## src/rtl/mdu_divide.sv

```systemverilog
// mdu_divide: sequential restoring divider (DIV/DIVU), one quotient bit per clock.
// The quotient is committed to LO and the remainder to HI.
// Optional feature macro: MDU_DIV_ZERO_FLAG_EN adds the div_by_zero flag output.
module mdu_divide #(
    parameter int unsigned N = 32
) (
    input  logic         clock,
    input  logic         reset,
    input  logic         in_valid,
    output logic         in_ready,
    input  logic         is_signed,
    input  logic [N-1:0] a,
    input  logic [N-1:0] b,
    output logic         busy,
    output logic         done,
    output logic [N-1:0] hi,
    output logic [N-1:0] lo
`ifdef MDU_DIV_ZERO_FLAG_EN
    ,
    output logic         div_by_zero
`endif
);

    localparam int unsigned CW = (N > 2) ? $clog2(N) : 1;
    localparam logic [N-1:0] ONE = N'(1);

    typedef enum logic [1:0] {
        S_IDLE = 2'd0,
        S_ITER = 2'd1,
        S_FIX  = 2'd2
    } state_t;

    state_t        state;
    state_t        state_d;
    logic          load_c;
    logic          iter_c;
    logic          fix_c;

    logic [N-1:0]  dvd;      // dividend magnitude, shifted out MSB first
    logic [N-1:0]  dvs;      // divisor magnitude
    logic [N-1:0]  rem;      // partial remainder
    logic [N-1:0]  quo;      // quotient, shifted in LSB first
    logic [CW-1:0] count;
    logic          sgn_q;
    logic          sgn_r;

    logic [N-1:0]  a_mag_c;
    logic [N-1:0]  b_mag_c;
    logic [N:0]    r_shift_c;
    logic [N-1:0]  r_diff_c;
    logic          ge_c;

    // Next-state and datapath step selection
    always_comb begin
        state_d = state;
        load_c  = 1'b0;
        iter_c  = 1'b0;
        fix_c   = 1'b0;
        case (state)
            S_IDLE: begin
                if (in_valid && in_ready) begin
                    load_c  = 1'b1;
                    state_d = S_ITER;
                end
            end
            S_ITER: begin
                iter_c = 1'b1;
                if (count == '0) begin
                    state_d = S_FIX;
                end
            end
            S_FIX: begin
                fix_c   = 1'b1;
                state_d = S_IDLE;
            end
            default: begin
                state_d = S_IDLE;
            end
        endcase
    end

    // State register
    always_ff @(posedge clock) begin
        if (reset) begin
            state <= S_IDLE;
        end else begin
            state <= state_d;
        end
    end

    // Handshake/status outputs, registered from the next state
    always_ff @(posedge clock) begin
        if (reset) begin
            in_ready <= 1'b1;
            busy     <= 1'b0;
            done     <= 1'b0;
        end else begin
            in_ready <= (state_d == S_IDLE);
            busy     <= (state_d != S_IDLE);
            done     <= fix_c;
        end
    end

    // Operand magnitudes and one restoring-division step
    always_comb begin
        a_mag_c   = (is_signed && a[N-1]) ? (~a + ONE) : a;
        b_mag_c   = (is_signed && b[N-1]) ? (~b + ONE) : b;
        r_shift_c = {rem, dvd[N-1]};
        ge_c      = (r_shift_c >= {1'b0, dvs});
        // Only used when r_shift >= dvs, so the true difference fits in N bits
        r_diff_c  = r_shift_c[N-1:0] - dvs;
    end

    // Division datapath and architectural HI/LO
    always_ff @(posedge clock) begin
        if (reset) begin
            dvd   <= '0;
            dvs   <= '0;
            rem   <= '0;
            quo   <= '0;
            count <= '0;
            sgn_q <= 1'b0;
            sgn_r <= 1'b0;
            hi    <= '0;
            lo    <= '0;
        end else begin
            if (load_c) begin
                dvd   <= a_mag_c;
                dvs   <= b_mag_c;
                rem   <= '0;
                quo   <= '0;
                count <= CW'(N - 1);
                sgn_q <= is_signed & (a[N-1] ^ b[N-1]);
                sgn_r <= is_signed & a[N-1];
            end
            if (iter_c) begin
                dvd   <= {dvd[N-2:0], 1'b0};
                quo   <= {quo[N-2:0], ge_c};
                rem   <= ge_c ? r_diff_c : r_shift_c[N-1:0];
                count <= count - CW'(1);
            end
            if (fix_c) begin
                lo <= sgn_q ? (~quo + ONE) : quo;
                hi <= sgn_r ? (~rem + ONE) : rem;
            end
        end
    end

`ifdef MDU_DIV_ZERO_FLAG_EN
    // Divide-by-zero flag, captured at handshake and held until the next one
    always_ff @(posedge clock) begin
        if (reset) begin
            div_by_zero <= 1'b0;
        end else if (load_c) begin
            div_by_zero <= (b == '0);
        end
    end
`endif

endmodule

```

## config.mk

```make
export PLATFORM = sky130hd
export DESIGN_NAME = mdu_divide
export DESIGN_NICKNAME = d
export VERILOG_FILES = /design/src/rtl/mdu_divide.sv
export SDC_FILE = /design/constraint.sdc
export NUM_CORES = 1
export LEC_CHECK = 0
export ABC_AREA = 0
export ABC_CLOCK_PERIOD_IN_PS = 8600
export BUFFER_PORTS_ARGS = -buffer_cell sky130_fd_sc_hd__buf_2
export CAP_MARGIN = 20
export CORE_MARGIN = 2
export CORE_UTILIZATION = 60
export DETAILED_ROUTE_END_ITERATION = 6
export PLACE_DENSITY = 0.82
export REMOVE_ABC_BUFFERS = 1
export SLEW_MARGIN = 25
export SYNTH_ARGS = -nofsm -noshare
export SYNTH_HDL_FRONTEND = slang
export SYNTH_SLANG_ARGS = --single-unit
export TNS_END_PERCENT = 30
```

## constraint.sdc

```tcl
create_clock -name clock -period 8.6 [get_ports clock]
set_input_delay 0.43 -clock clock [delete_from_list [all_inputs] [get_ports clock]]
set_output_delay 0.43 -clock clock [all_outputs]
set_load 0.1 [all_outputs]
```

==> impl_metrics.ini, run 1 <==
[clock_tree]
ctsHoldBuffers = 0
post_cts_buffers = 0
clkTransAtPathRegs_ns = 0.07
cts_tree = done
cts-resized-gates = 0
cts_max_level = 1
cts_buffer_depth = 3
numCtsBuffers = 22
clk_latency_ns = 0.50
root_buffer = clkbuf_16
clock_sinks = 204

[finish]
final_common_cell = dfxtp_1
nets = 1606
instances_no_fill = 1749
n_antenna_cell = 0
syn2layout_area_growth_pct = 13.70
mostFrequentLayoutCells = dfxtp_1, nand2_1, buf_2
drive_gt1_share_pct = 13.93
finish.utilization_pct = 69.89

[run]
drv_cap = 0

[timing]
hold_violations = 0
whs_ns = 0.2380
slew_headroom_pct = 41.81
fmax_mhz = 295.1
slew_viol_final = 0
worst_pin_slew_ns = 0.8728
min_period_over_period_pct = 39.40
setup_violations = 0
tns_ns = 0
fin_crit_ns = 3.388
finalClockSkew_ns = 0.009680
rsz0062_at_grt = false

[worst_setup_path]
critPathKind = register to register
slowest_delay_ns = 0.51
crit_path_start_kind = register
endpoint_kind = register
path_buf_inv = 1
cp_data_arrival_time_ns = 3.75
worstPathCellList = ha_1 > o211ai_1 > a21oi_1 > o311a_1 > o21ai_1 > o31ai_1 > a21boi_4 > buf_4 > mux2i_1 > o21ai_0
crit_required_ns = 8.97
cp_max_fo = 38
crit_slowest_cell = dfxtp_1
path_delay_family = compound AO/OA/AOI/OAI gates

[floorplanning]
dieArea_um2 = 20350
die_x_um = 142.7
die_h_um = 142.7
initial_core_util_pct = 61.47
row_count = 50
core_area_um2 = 18770
num_io_pins = 135

[global_routing]
overflow = 0
grt_usage_pct = 27.02
first_global_vias = 9538
grt_max_degree = 89
grt_pass1_wl_um = 46060
antenna_found_initial = 0

[synthesis]
synth-seq-area-share_pct = 35.40
netlist_instances = 1421
syn_avg_cell_area_um2 = 8.119
synth_area_leaders = dfxtp_1, xor2_1, nand2_1, a211oi_1, o21ai_0
ys_types = 73
ys_async_sr_fraction_pct = 0
syn_area_um2 = 11540
ys.warnings.count = 0
synth_edf_count = 0
synth_ff_type = dfxtp_1
synth_seq_cells = 204
synth_top_area_share_pct = 35.40
yosysTopAreaCell = dfxtp_1

[route]
first_pass_iters = 6
vias = 10580
drc = 0
drt_iter0_drc = 767
drtAntennaViolNets = 0
wl_per_cell_um = 15.95
viasPerCell = 6.049
routed_wl_um = 27900

[place]
place_hpwl_um = 19670
gp_congestion = 0.9493
dpl.cell_count = 1710
io_buffers = 134

[hold_path]
worstHoldPathType = input port to register

[power_and_ir_drop]
switching_share_pct = 34.67
peakVddDrop_v = 0.0001291
clkPwrFrac_pct = 33.8
cellLeakagePower_nw = 5.475
p_switching_mw = 1.132
p_per_area_nw_per_um2 = 248.9
seqPwrFrac_pct = 33.3
p_comb_share_pct = 32.9
intPower_mw = 2.133

[status]
status = finished, final reports clean
[cell type report]
class                      count  area (µm²)
clock buffer                  28       624.3
clock inverter                11       235.2
fill                        1522        5650
inverter                      57       214.0
multi-input combinational   1071        6917
sequential                   204        4086
tap                          234       292.8
timing repair buffer         144       748.2
[state kept, by name, indices dropped and copies added (netlist names)]
register / cells
lo: 32
done: 1
dvs: 32
sgn_r: 1
rem: 32
hi: 32
count: 5
state: 2
dvd: 32
quo: 32
sgn_q: 1
in_ready: 1
busy: 1
[worst reg2reg max path, cell delays in order, from the launching register on]
cell,delay (ns)
dfxtp_1,0.51
ha_1,0.36
o211ai_1,0.21
a21oi_1,0.09
o311a_1,0.44
o21ai_1,0.34
o31ai_1,0.26
a21boi_4,0.19
buf_4,0.45
mux2i_1,0.29
o21ai_0,0.12
[power by group through the flow]
stage / Combinational [mW] / Clock (mW) / Sequential [mW]
2_1_floorplan: 0.740 / 0 / 1.16
3_3_place_gp: 1.04 / 0 / 1.10
3_5_place_dp: 1.05 / 0 / 1.10
4_1_cts: 1.06 / 1.12 / 1.08
5_1_grt: 1.18 / 1.16 / 1.09
6_report: 1.07 / 1.11 / 1.09
[Yosys cell counts, types with 17 or more instances]
cell	n
nand3_1	19
nor3_1	26
clkbuf_1	75
nor2_1	131
a21oi_1	87
o21ai_0	100
o31ai_1	27
xnor2_1	40
xor2_1	98
a22oi_1	25
nand2_1	144
a211oi_1	69
dfxtp_1	204
inv_1	57
a22o_1	27
ha_1	37
or3_1	17
mux2i_1	26
[through the flow]
stage	power (mW)	area, µm²	setup WS [ns]
after global placement	2.141	12250	5.474
after detailed placement	2.157	12260	5.354
final	3.265	13120	5.212
after floorplan	1.899	11180	2.885
after CTS	3.265	13120	5.299
after global routing	3.432	13120	5.065
[final timing paths]
| check | start | slack, ns | end | depth (start not counted) |
|---|---|---|---|---|
| setup / recovery | rem[1] | 5.21 | rem[4] | 10 |
| hold / removal | b[0] | 0.24 | dvs[0] | 3 |
| setup reg to reg | rem[1] | 5.21 | rem[4] | 10 |
| hold reg to reg | lo[29] | 0.44 | lo[29] | 2 |
[cell families (layout without fill, tap and decap cells)]
group / after synthesis / count (layout) / synth area share [%]
compound gates: 440 / 440 / 25.14
xor+xnor: 138 / 138 / 10.48
fa+ha+maj: 38 / 38 / 4.186
buf+inv: 146 / 240 / 4.978
flops: 204 / 204 / 35.40
mux: 26 / 26 / 2.256
simple gates: 429 / 429 / 17.57
[metal layers]
layer	up-vias	wire, µm	global-route usage [%]
met3	24	1929	3.622
met2	378	12790	43.85
li1	5292	-	-
met4	0	254	4.898
met1	4886	12930	38.93
met5	-	0	0
No activity file was read; power rests on OpenSTA's default activity.
==> run 2, diff against run 1 <==
--- a/config.mk
+++ b/config.mk
@@ -6,13 +6,13 @@
 export NUM_CORES = 1
 export LEC_CHECK = 0
 export ABC_AREA = 0
-export ABC_CLOCK_PERIOD_IN_PS = 8600
+export ABC_CLOCK_PERIOD_IN_PS = 3200
 export BUFFER_PORTS_ARGS = -buffer_cell sky130_fd_sc_hd__buf_2
 export CAP_MARGIN = 20
 export CORE_MARGIN = 2
-export CORE_UTILIZATION = 60
+export CORE_UTILIZATION = 59
 export DETAILED_ROUTE_END_ITERATION = 6
-export PLACE_DENSITY = 0.82
+export PLACE_DENSITY = 0.81
 export REMOVE_ABC_BUFFERS = 1
 export SLEW_MARGIN = 25
 export SYNTH_ARGS = -nofsm -noshare
==> constraint.sdc (replaced) <==
create_clock -name clock -period 3.2 [get_ports clock]
set_input_delay 0.16 -clock clock [delete_from_list [all_inputs] [get_ports clock]]
set_output_delay 0.16 -clock clock [all_outputs]
set_load 0.1 [all_outputs]
==> impl_metrics.ini, run 2 (synthesis results as in run 1) <==
[status]
status = finished, final reports clean

[power_and_ir_drop]
power_mw = 8.632
switching_share_pct = 35.58
seqPwrFrac_pct = 33.7
p_switching_mw = 3.072
peakVddDrop_v = 0.0003345
p_per_area_nw_per_um2 = 632.9
cellLeakagePower_nw = 5.718
clkPwrFrac_pct = 31.0
intPower_mw = 5.561
p_comb_share_pct = 35.3

[timing]
finalClockSkew_ns = 0.01392
fin_crit_ns = 2.964
slew_headroom_pct = 32.97
whs_ns = 0.01246
slew_viol_final = 0
min_period_over_period_pct = 92.63
hold_violations = 0
rsz0062_at_grt = false
setup_violations = 0
worst_pin_slew_ns = 1.004
fmax_mhz = 337.4

[clock_tree]
clk_latency_ns = 0.50
cts_buffer_depth = 3
cts_max_level = 1
clkTransAtPathRegs_ns = 0.07
post_cts_buffers = 0
root_buffer = clkbuf_16
clock_sinks = 204
cts_tree = done
numCtsBuffers = 22

[floorplanning]
row_count = 51
initial_core_util_pct = 59.67
die_h_um = 143.8
die_x_um = 143.8
num_io_pins = 135
dieArea_um2 = 20690
core_area_um2 = 19330

[route]
wl_per_cell_um = 15.44
first_pass_iters = 5
drc = 0
routed_wl_um = 28410
viasPerCell = 5.792
drtAntennaViolNets = 0
vias = 10660
drt_iter0_drc = 629

[global_routing]
grt_max_degree = 88
overflow = 0
grt_usage_pct = 26.99
first_global_vias = 9751
grt_pass1_wl_um = 46590
antenna_found_initial = 0

[place]
gp_congestion = 1.010
place_hpwl_um = 20340
io_buffers = 134

[worst_setup_path]
critPathKind = register to register
endpoint_kind = register
cp_max_fo = 3
crit_path_start_kind = register
crit_required_ns = 3.58
path_buf_inv = 3
path_delay_family = compound AO/OA/AOI/OAI gates
crit_slowest_cell = a311o_1
slowest_delay_ns = 0.40
worstPathCellList = inv_1 > ha_1 > inv_1 > fa_1 > a21o_1 > a311o_1 > nor3b_1 > a211oi_1 > buf_4 > o21bai_1 > a211oi_1 > xor2_1 > o21ai_0
cp_data_arrival_time_ns = 3.34

[finish]
seq_area_um2 = 4085
mostFrequentLayoutCells = dfxtp_1, nand2_1, buf_2
drive_gt1_share_pct = 15.11
final_common_cell = dfxtp_1
syn2layout_area_growth_pct = 18.22
n_antenna_cell = 0
multi_input_area_um2 = 6918
nFillCells = 1546
nets = 1665

[hold_path]
worstHoldPathType = input port to register

[run]
drv_cap = 0
[run 2: final timing paths]
| kind | startpoint | endpoint | slack [ns] | cells after the start |
|---|---|---|---|---|
| worst max-delay path | dvd[31] | rem[28] | 0.24 | 13 |
| worst min-delay path | b[17] | dvs[17] | 0.01 | 3 |
| worst max register to register | dvd[31] | rem[28] | 0.24 | 13 |
| worst min register to register | lo[24] | lo[24] | 0.45 | 2 |
[run 2: worst reg2reg max path, delay by kind of cell, from the launching register on]
family	cells	cell delay, ns
flip-flops	1	0.32
adder cells (fa/ha/maj)	2	0.56
AO/OA/AOI/OAI	6	1.28
buffers and inverters	3	0.30
AND/OR/NAND/NOR	1	0.16
XOR/XNOR	1	0.22
[run 2: power groups by stage]
| stage | Combinational [mW] | Sequential [mW] | Clock, mW |
|---|---|---|---|
| after floorplan | 1.99 | 3.11 | 0 |
| after global placement | 2.93 | 2.95 | 0 |
| after detailed placement | 2.96 | 2.96 | 0 |
| after CTS | 3.01 | 2.90 | 2.70 |
| after global routing | 3.34 | 2.93 | 2.83 |
| final | 3.05 | 2.91 | 2.67 |
[run 2: area by class of cell]
type | instances | share of cell area, %
repair buffers | 203 | 9.632
flip-flops and latches | 204 | 29.95
multi-input cells | 1071 | 50.72
clock buffers | 27 | 4.550
clock inverters | 13 | 1.147
well taps | 265 | 2.431
inverters | 57 | 1.569
[run 2: through the flow]
| stage | area [µm²] | cells | utilization (%) | setup TNS (ns) | setup slack (ns) |
|---|---|---|---|---|---|
| finish | 13640 | 1840 | 70.54 | 0 | 0.2359 |
| global route | 13640 | 1840 | 70.54 | 0 | 0.02110 |
| CTS | 13630 | 1840 | 70.50 | 0 | 0.2360 |
| detailed placement | 12510 | 1766 | 64.73 | 0 | 0.2845 |
| global placement | 12510 | 1766 | 64.73 | 0 | 0.2823 |
| floorplan | 11180 | 1332 | - | -216.06 | -2.515 |
[run 2: repair_timing]
action	4_1_cts	5_1_grt
endpoints found under the hold margin	34	0
gates resized for setup	0	1
hold buffers	34	0
setup endpoints to repair	0	3
[run 2: metal layers]
layer  up-vias  GRT usage, %  share of wire [%]  wire length [µm]
met5         -             0                  0                 0
met4         0         5.676                1.4               389
met3        29         3.299                5.6              1603
met2       295         44.31                 46             12960
met1      4915         38.17                 47             13450
li1       5419             -                  -                 -
